**src/rtl/ex_wb_pipe_stage.sv**
```systemverilog
// EX->WB pipeline register with valid/ready handshake, a two-entry skid buffer,
// synchronous flush and forwarding-hit flags for the ID/EX hazard logic.
module ex_wb_pipe_stage #(
  parameter int DATA_W      = 8,
  parameter int REG_ADDR_W  = 3,
  parameter bit ZERO_REG_RO = 1'b1
) (
  input  logic                  clk,
  input  logic                  reset,
  input  logic                  flush,
  input  logic                  in_valid,
  output logic                  in_ready,
  input  logic                  RegWrite_in,
  input  logic [DATA_W-1:0]     ALU_result_in,
  input  logic [REG_ADDR_W-1:0] Write_reg_in,
  output logic                  out_valid,
  input  logic                  out_ready,
  output logic                  RegWrite_out,
  output logic [DATA_W-1:0]     ALU_result_out,
  output logic [REG_ADDR_W-1:0] Write_reg_out,
  input  logic [REG_ADDR_W-1:0] rs_a,
  input  logic [REG_ADDR_W-1:0] rs_b,
  output logic                  fwd_a_hit,
  output logic                  fwd_b_hit,
  output logic [1:0]            occupancy
);

  typedef struct packed {
    logic                  reg_write;
    logic [DATA_W-1:0]     result;
    logic [REG_ADDR_W-1:0] dest;
  } entry_t;

  // Encoding doubles as the occupancy count.
  typedef enum logic [1:0] {
    EMPTY = 2'd0,
    ONE   = 2'd1,
    TWO   = 2'd2
  } state_t;

  state_t state_q, state_d;
  entry_t head_q, skid_q, in_entry;
  logic   acc, pop;
  logic   load_head_in, load_head_skid, load_skid;

  assign in_entry  = '{reg_write: RegWrite_in, result: ALU_result_in, dest: Write_reg_in};
  assign in_ready  = (state_q != TWO);
  assign out_valid = (state_q != EMPTY);
  assign acc       = in_valid & in_ready;
  assign pop       = out_valid & out_ready;
  assign occupancy = state_q;

  // NOTE: every variable written here gets a default first, so no latch is inferred.
  always_comb begin
    state_d        = state_q;
    load_head_in   = 1'b0;
    load_head_skid = 1'b0;
    load_skid      = 1'b0;
    if (flush) begin
      state_d = EMPTY;
    end else begin
      unique case (state_q)
        EMPTY: if (acc) begin
          state_d      = ONE;
          load_head_in = 1'b1;
        end
        ONE: begin
          if (acc && pop) begin
            load_head_in = 1'b1;
          end else if (acc) begin
            state_d   = TWO;
            load_skid = 1'b1;
          end else if (pop) begin
            state_d = EMPTY;
          end
        end
        TWO: if (pop) begin
          state_d        = ONE;
          load_head_skid = 1'b1;
        end
        default: state_d = EMPTY;
      endcase
    end
  end

  // NOTE: sequential state uses non-blocking assignments only.
  always_ff @(posedge clk or posedge reset) begin
    if (reset) state_q <= EMPTY;
    else       state_q <= state_d;
  end

  // NOTE: the data registers are reset too, because every output must read 0 in reset.
  always_ff @(posedge clk or posedge reset) begin
    if (reset) begin
      head_q <= '0;
      skid_q <= '0;
    end else if (flush) begin
      // Data is kept; only the write-enables are killed.
      head_q.reg_write <= 1'b0;
      skid_q.reg_write <= 1'b0;
    end else begin
      if (load_head_in)        head_q <= in_entry;
      else if (load_head_skid) head_q <= skid_q;
      if (load_skid)           skid_q <= in_entry;
    end
  end

  assign RegWrite_out   = out_valid & head_q.reg_write;
  assign ALU_result_out = head_q.result;
  assign Write_reg_out  = head_q.dest;

  assign fwd_a_hit = RegWrite_out & (head_q.dest == rs_a) & ~(ZERO_REG_RO && (rs_a == '0));
  assign fwd_b_hit = RegWrite_out & (head_q.dest == rs_b) & ~(ZERO_REG_RO && (rs_b == '0));

endmodule

```
**config.mk**
```make
export PLATFORM = sky130hd
export DESIGN_NAME = ex_wb_pipe_stage
export DESIGN_NICKNAME = d
export VERILOG_FILES = /design/src/rtl/ex_wb_pipe_stage.sv
export SDC_FILE = /design/constraint.sdc
export NUM_CORES = 1
export LEC_CHECK = 0
export ABC_AREA = 1
export BUFFER_PORTS_ARGS = -buffer_cell sky130_fd_sc_hd__buf_2
export CORE_MARGIN = 4
export CORE_UTILIZATION = 50
export CTS_BUF_LIST = sky130_fd_sc_hd__clkbuf_8
export DETAILED_ROUTE_END_ITERATION = 8
export HOLD_SLACK_MARGIN = 0.03
export MAX_ROUTING_LAYER = met4
export PLACE_DENSITY = 0.89
export RECOVER_POWER = 100
export SLEW_MARGIN = 20
export SYNTH_ARGS = -nofsm -noshare
export SYNTH_HDL_FRONTEND = slang
export SYNTH_SLANG_ARGS = --single-unit
```
**constraint.sdc**
```tcl
create_clock -name clk -period 3 [get_ports clk]
set_clock_uncertainty 0.2 [all_clocks]
set_input_delay 0.3 -clock clk [delete_from_list [all_inputs] [get_ports clk]]
set_output_delay 0.3 -clock clk [all_outputs]
set_load 0.1 [all_outputs]
```
# Word level (Yosys, flattened, before mapping)
# Cells that the tools add are included.
[op_classes] add_sub_neg=0 n_mul=0 div=0 magnitude_cmp=0 eq_ne=9 n_shift=0 muxes=22 bitwise=10 n_reduce_logical=11
[op_table] operator="two-way mux 12 bit" n=3
[op_table] operator="two-way mux 2 bit" n=6
[op_table] operator="two-way mux 1 bit" n=11
[op_table] operator="!= test 3 bit, second input constant" n=3
[op_table] operator="bitwise AND 1 bit" n=7
[op_table] operator="equality test 3 bit" n=2
[op_table] operator="logical NOT 3 bit" n=2
[op_table] operator="case mux 2 bit (3 select lines)" n=1
[op_table] operator="nonzero test 2 bit" n=3
[op_table] operator="!= test 4 bit, second input constant" n=1
[op_table] operator="AND reduction 2 bit" n=2
[op_table] operator="AND reduction 4 bit" n=1
[op_table] operator="inverter 1 bit" n=3
[op_table] operator="nonzero test 3 bit" n=1
[op_table] operator="equality test 2 x 1 -> 1 bit, second input constant" n=1
[op_table] operator="equality test 2 bit, second input constant" n=1
[op_table] operator="logical NOT 2 bit" n=1
[op_table] operator="!= test 2 bit, second input constant" n=1
[op_table] operator="case mux 1 bit (2 select lines)" n=1
[op_table] operator="logical AND 1 bit" n=1
[totals] ff_bits=26 latchBits=0 ramBits=0 mem_bits_ro=0 inputBits=23 output_inout_bits=18 elab_cells=59 n_memories=0

# Longest topological paths before layout
[depth] ltp_word=8 depth_mapped=7 ltp_nobuf=7

# Least setup slack after synthesis
# Ideal clock, no wire load.
[synth_path] path_kind="register -> output" from="reg state_q[1] (netlist: occupancy[1])" to="out fwd_b_hit" arrival_ns=3.679 path_slack_ns=-1.179 path_stages_with_launch=5 path_buffers=0 path_cell_list="dfrtp_1 > nor2_1 > nor2_2 > o221ai_1 > nor2_1"
[synth_between] elab_chain_cells=4
[synth_rtl] item="start: declaration" line_no="41" rtl="state_t state_q, state_d;"
[synth_rtl] item="start signal: assignment" line_no="89" rtl="else state_q <= state_d;"
[synth_rtl] item="nonzero test 2 bit" line_no="48" rtl="assign out_valid = (state_q != EMPTY);"
[synth_rtl] item="bitwise AND 1 bit" line_no="108" rtl="assign RegWrite_out = out_valid & head_q.reg_write;"
[synth_rtl] item="via RegWrite_out" line_no="18" rtl="output logic RegWrite_out,"
[synth_rtl] item="bitwise AND 1 bit (2 in a row)" line_no="113" rtl="assign fwd_b_hit = RegWrite_out & (head_q.dest == rs_b) & ~(ZERO_REG_RO && (rs_b == '0));"
[synth_rtl] item="end: declaration" line_no="24" rtl="output logic fwd_b_hit,"
# The timed path passes the listed nets, and every way through them passes these cells.

# Worst setup path in the final report
[layout_path] from="reg state_q[0] (netlist: occupancy[0])" to="out RegWrite_out"
[layout_between] elab_chain_cells=2
[layout_rtl] item="nonzero test 2 bit" line_no="48"
[layout_rtl] item="bitwise AND 1 bit" line_no="108"
[layout_rtl] item="end: declaration" line_no="18"
# Every way passes these cells.

==> flow_summary.toml <==
[global_route]
grt_use_total = 0.185
grt-ovfl-total = 0
grt_pass1_vias = 1186
grt_pass1_wl_um = 5130
grt_max_degree = 27
antenna_found_initial = 0

[sta]
slew_violations = 0
setup_viol = 0
finalCriticalPeriod_ns = 2.40
grt_setup_unrepaired = "no"
finalCritPeriodShare = 0.800
fmax_ghz = 0.416
tns_ns = 0
worst_slew_pin_slew_ns = 1.17
whs_ns = 0.0226
slew_headroom = 0.220
finalHoldViolations = 0

[flow_run]
drv_cap = 0

[placed_design]
port_buffers = 40
dp_hpwl_um = 2320
postPlaceCellArea_um2 = 1560
gpl.final_weighted_congestion = 0.776

[worst_setup_path]
endpoint_kind = "primary output"
critical_path_class = "reg2out"
cp_max_fo = 8
worstPathArrival_ns = 1.90
cp_data_required_time_ns = 2.50
cp-start-kind = "register"

[clock_network]
postCtsSetupRepairBufs = 0
cts_made_buffers = 3
cts-resized-gates = 0
cts_tree = "yes"
insertion_delay_ns = 0.27
cts-htree-levels = 1
cts-root-buf = "clkbuf_8"
ctsHoldBuffers = 0
clk_pin_slew_ns = 0.09
clock_sinks = 26
clockBufferDepth = 2

[floorplan]
die_w_um = 61.6
initial_core_util = 0.521
die_h_um = 61.6
coreArea_um2 = 2760
num_io_pins = 41
std_cell_rows = 19
fp.dieArea_um2 = 3790

[cells_and_area]
area_delta_synth_final_pct = 11.0
drive_gt1_frac = 0.164
fin_area_um2 = 1590
utilization = 0.578
nNetsFinal = 243
antenna_cells = 0

[routing]
drt_wl_total_um = 3150
drtIter0Drc = 51
viasPerCell = 5.22
wl_per_cell_um = 12.6
drtAntennaViolNets = 0
dr_total_vias = 1305
drc = 0
firstDrtPassIters = 4

[power]
seqPwrFrac = 0.378
netSwitchingFraction = 0.463
clockPowerShare = 0.217
power.density_nw_per_um2 = 828
power.switching_uw = 610
p_leak_nw = 0.854
ir_worst_vdd_v = 0.000488
combPwrFrac = 0.405
internal_power_uw = 709

[synth]
netlist_instances = 192
ys.warnings.count = 0
ys_ff_latch = 26
ys_seq_area_frac = 0.453
synthesis.area_um2 = 1440
synth_fp_nets = 215
ys_types = 20
avgSynthCellArea_um2 = 7.48

[worst_hold_path]
holdCritPathClass = "in2async"

[run_status]
status = "finished, final reports clean"
[flip-flops by register name (all words and copies together) (netlist names)]
register,count
ALU_result_out,8
Write_reg_out,3
head_q,1
occupancy,2
skid_q,12
[final timing paths]
check,end,from,depth (start not counted),slack (ns)
max in group asynchronous,Write_reg_out[1],reset,2,2.00
worst max-delay path,RegWrite_out,occupancy[0],3,0.60
min in group clk,skid_q[8],ALU_result_in[5],3,0.04
worst min-delay path,skid_q[5],reset,2,0.02
worst max register to register,skid_q[0],occupancy[1],5,0.74
worst min register to register,skid_q[5],skid_q[5],2,0.29
[cell usage after synthesis, drive strengths merged]
library cell / instances / area (µm²)
nand2: 76 / 290
nand3: 30 / 160
dfrtp: 26 / 651
buf: 17 / 136
nor2: 16 / 70.1
inv: 14 / 52.6
o21ai: 5 / 25.0
nand4: 3 / 25.0
clkinv: 2 / 7.51
a21oi: 1 / 5.00
nor3: 1 / 5.00
o221ai: 1 / 8.76
[layout by cell type, fill, tap and decap left out, drive strengths merged]
master  instances
nand2          76
nand3          30
dfrtp          26
buf            23
clkbuf         20
nor2           16
inv            14
o21ai           5
nand4           3
clkinv          2
a21oi           1
nor3            1
o221ai          1
bufinv          1
[kinds of logic after synthesis]
logic type,after synthesis,share of synthesized area
AO/OA/AOI/OAI,7,0.0270
AND/OR/NAND/NOR,126,0.383
buffers and inverters,33,0.137
flip-flops,26,0.453
[power by group through the flow]
stage          Sequential, mW  Combinational (mW)  Clock, mW
2_1_floorplan           0.514               0.489          0
3_3_place_gp            0.497               0.541          0
3_5_place_dp            0.504               0.550          0
4_1_cts                 0.498               0.552      0.291
5_1_grt                 0.508               0.572      0.308
6_report                0.498               0.534      0.286
[critical path, cell delays in order, from the launching register on]
cell	delay, ns
dfrtp_1	0.50
nor2_1	0.14
nor2_4	0.12
clkbuf_1	0.87
[layer usage]
metal | global-route usage | share of wire
met1 | 0.241 | 0.42
met2 | 0.303 | 0.51
met3 | 0.0147 | 0.052
met4 | 0.0636 | 0.018
met5 | - | 0
[per-stage QoR]
step	instances	worst slack (ns)	power [mW]
global placement	246	1.18	1.04
detailed placement	246	1.13	1.05
finish	250	0.599	1.32
global route	250	0.498	1.39
CTS	250	0.827	1.34
floorplan	192	0.206	1.00
[area by class of cell]
class / instances / area, µm²
multi-input combinational: 133 / 593
clock buffer: 3 / 41.3
tap: 31 / 38.8
inverter: 16 / 60.1
clock inverter: 1 / 30.0
timing repair buffer: 40 / 180
sequential: 26 / 651
fill: 260 / 1160
(Power assumes the default switching activity.)
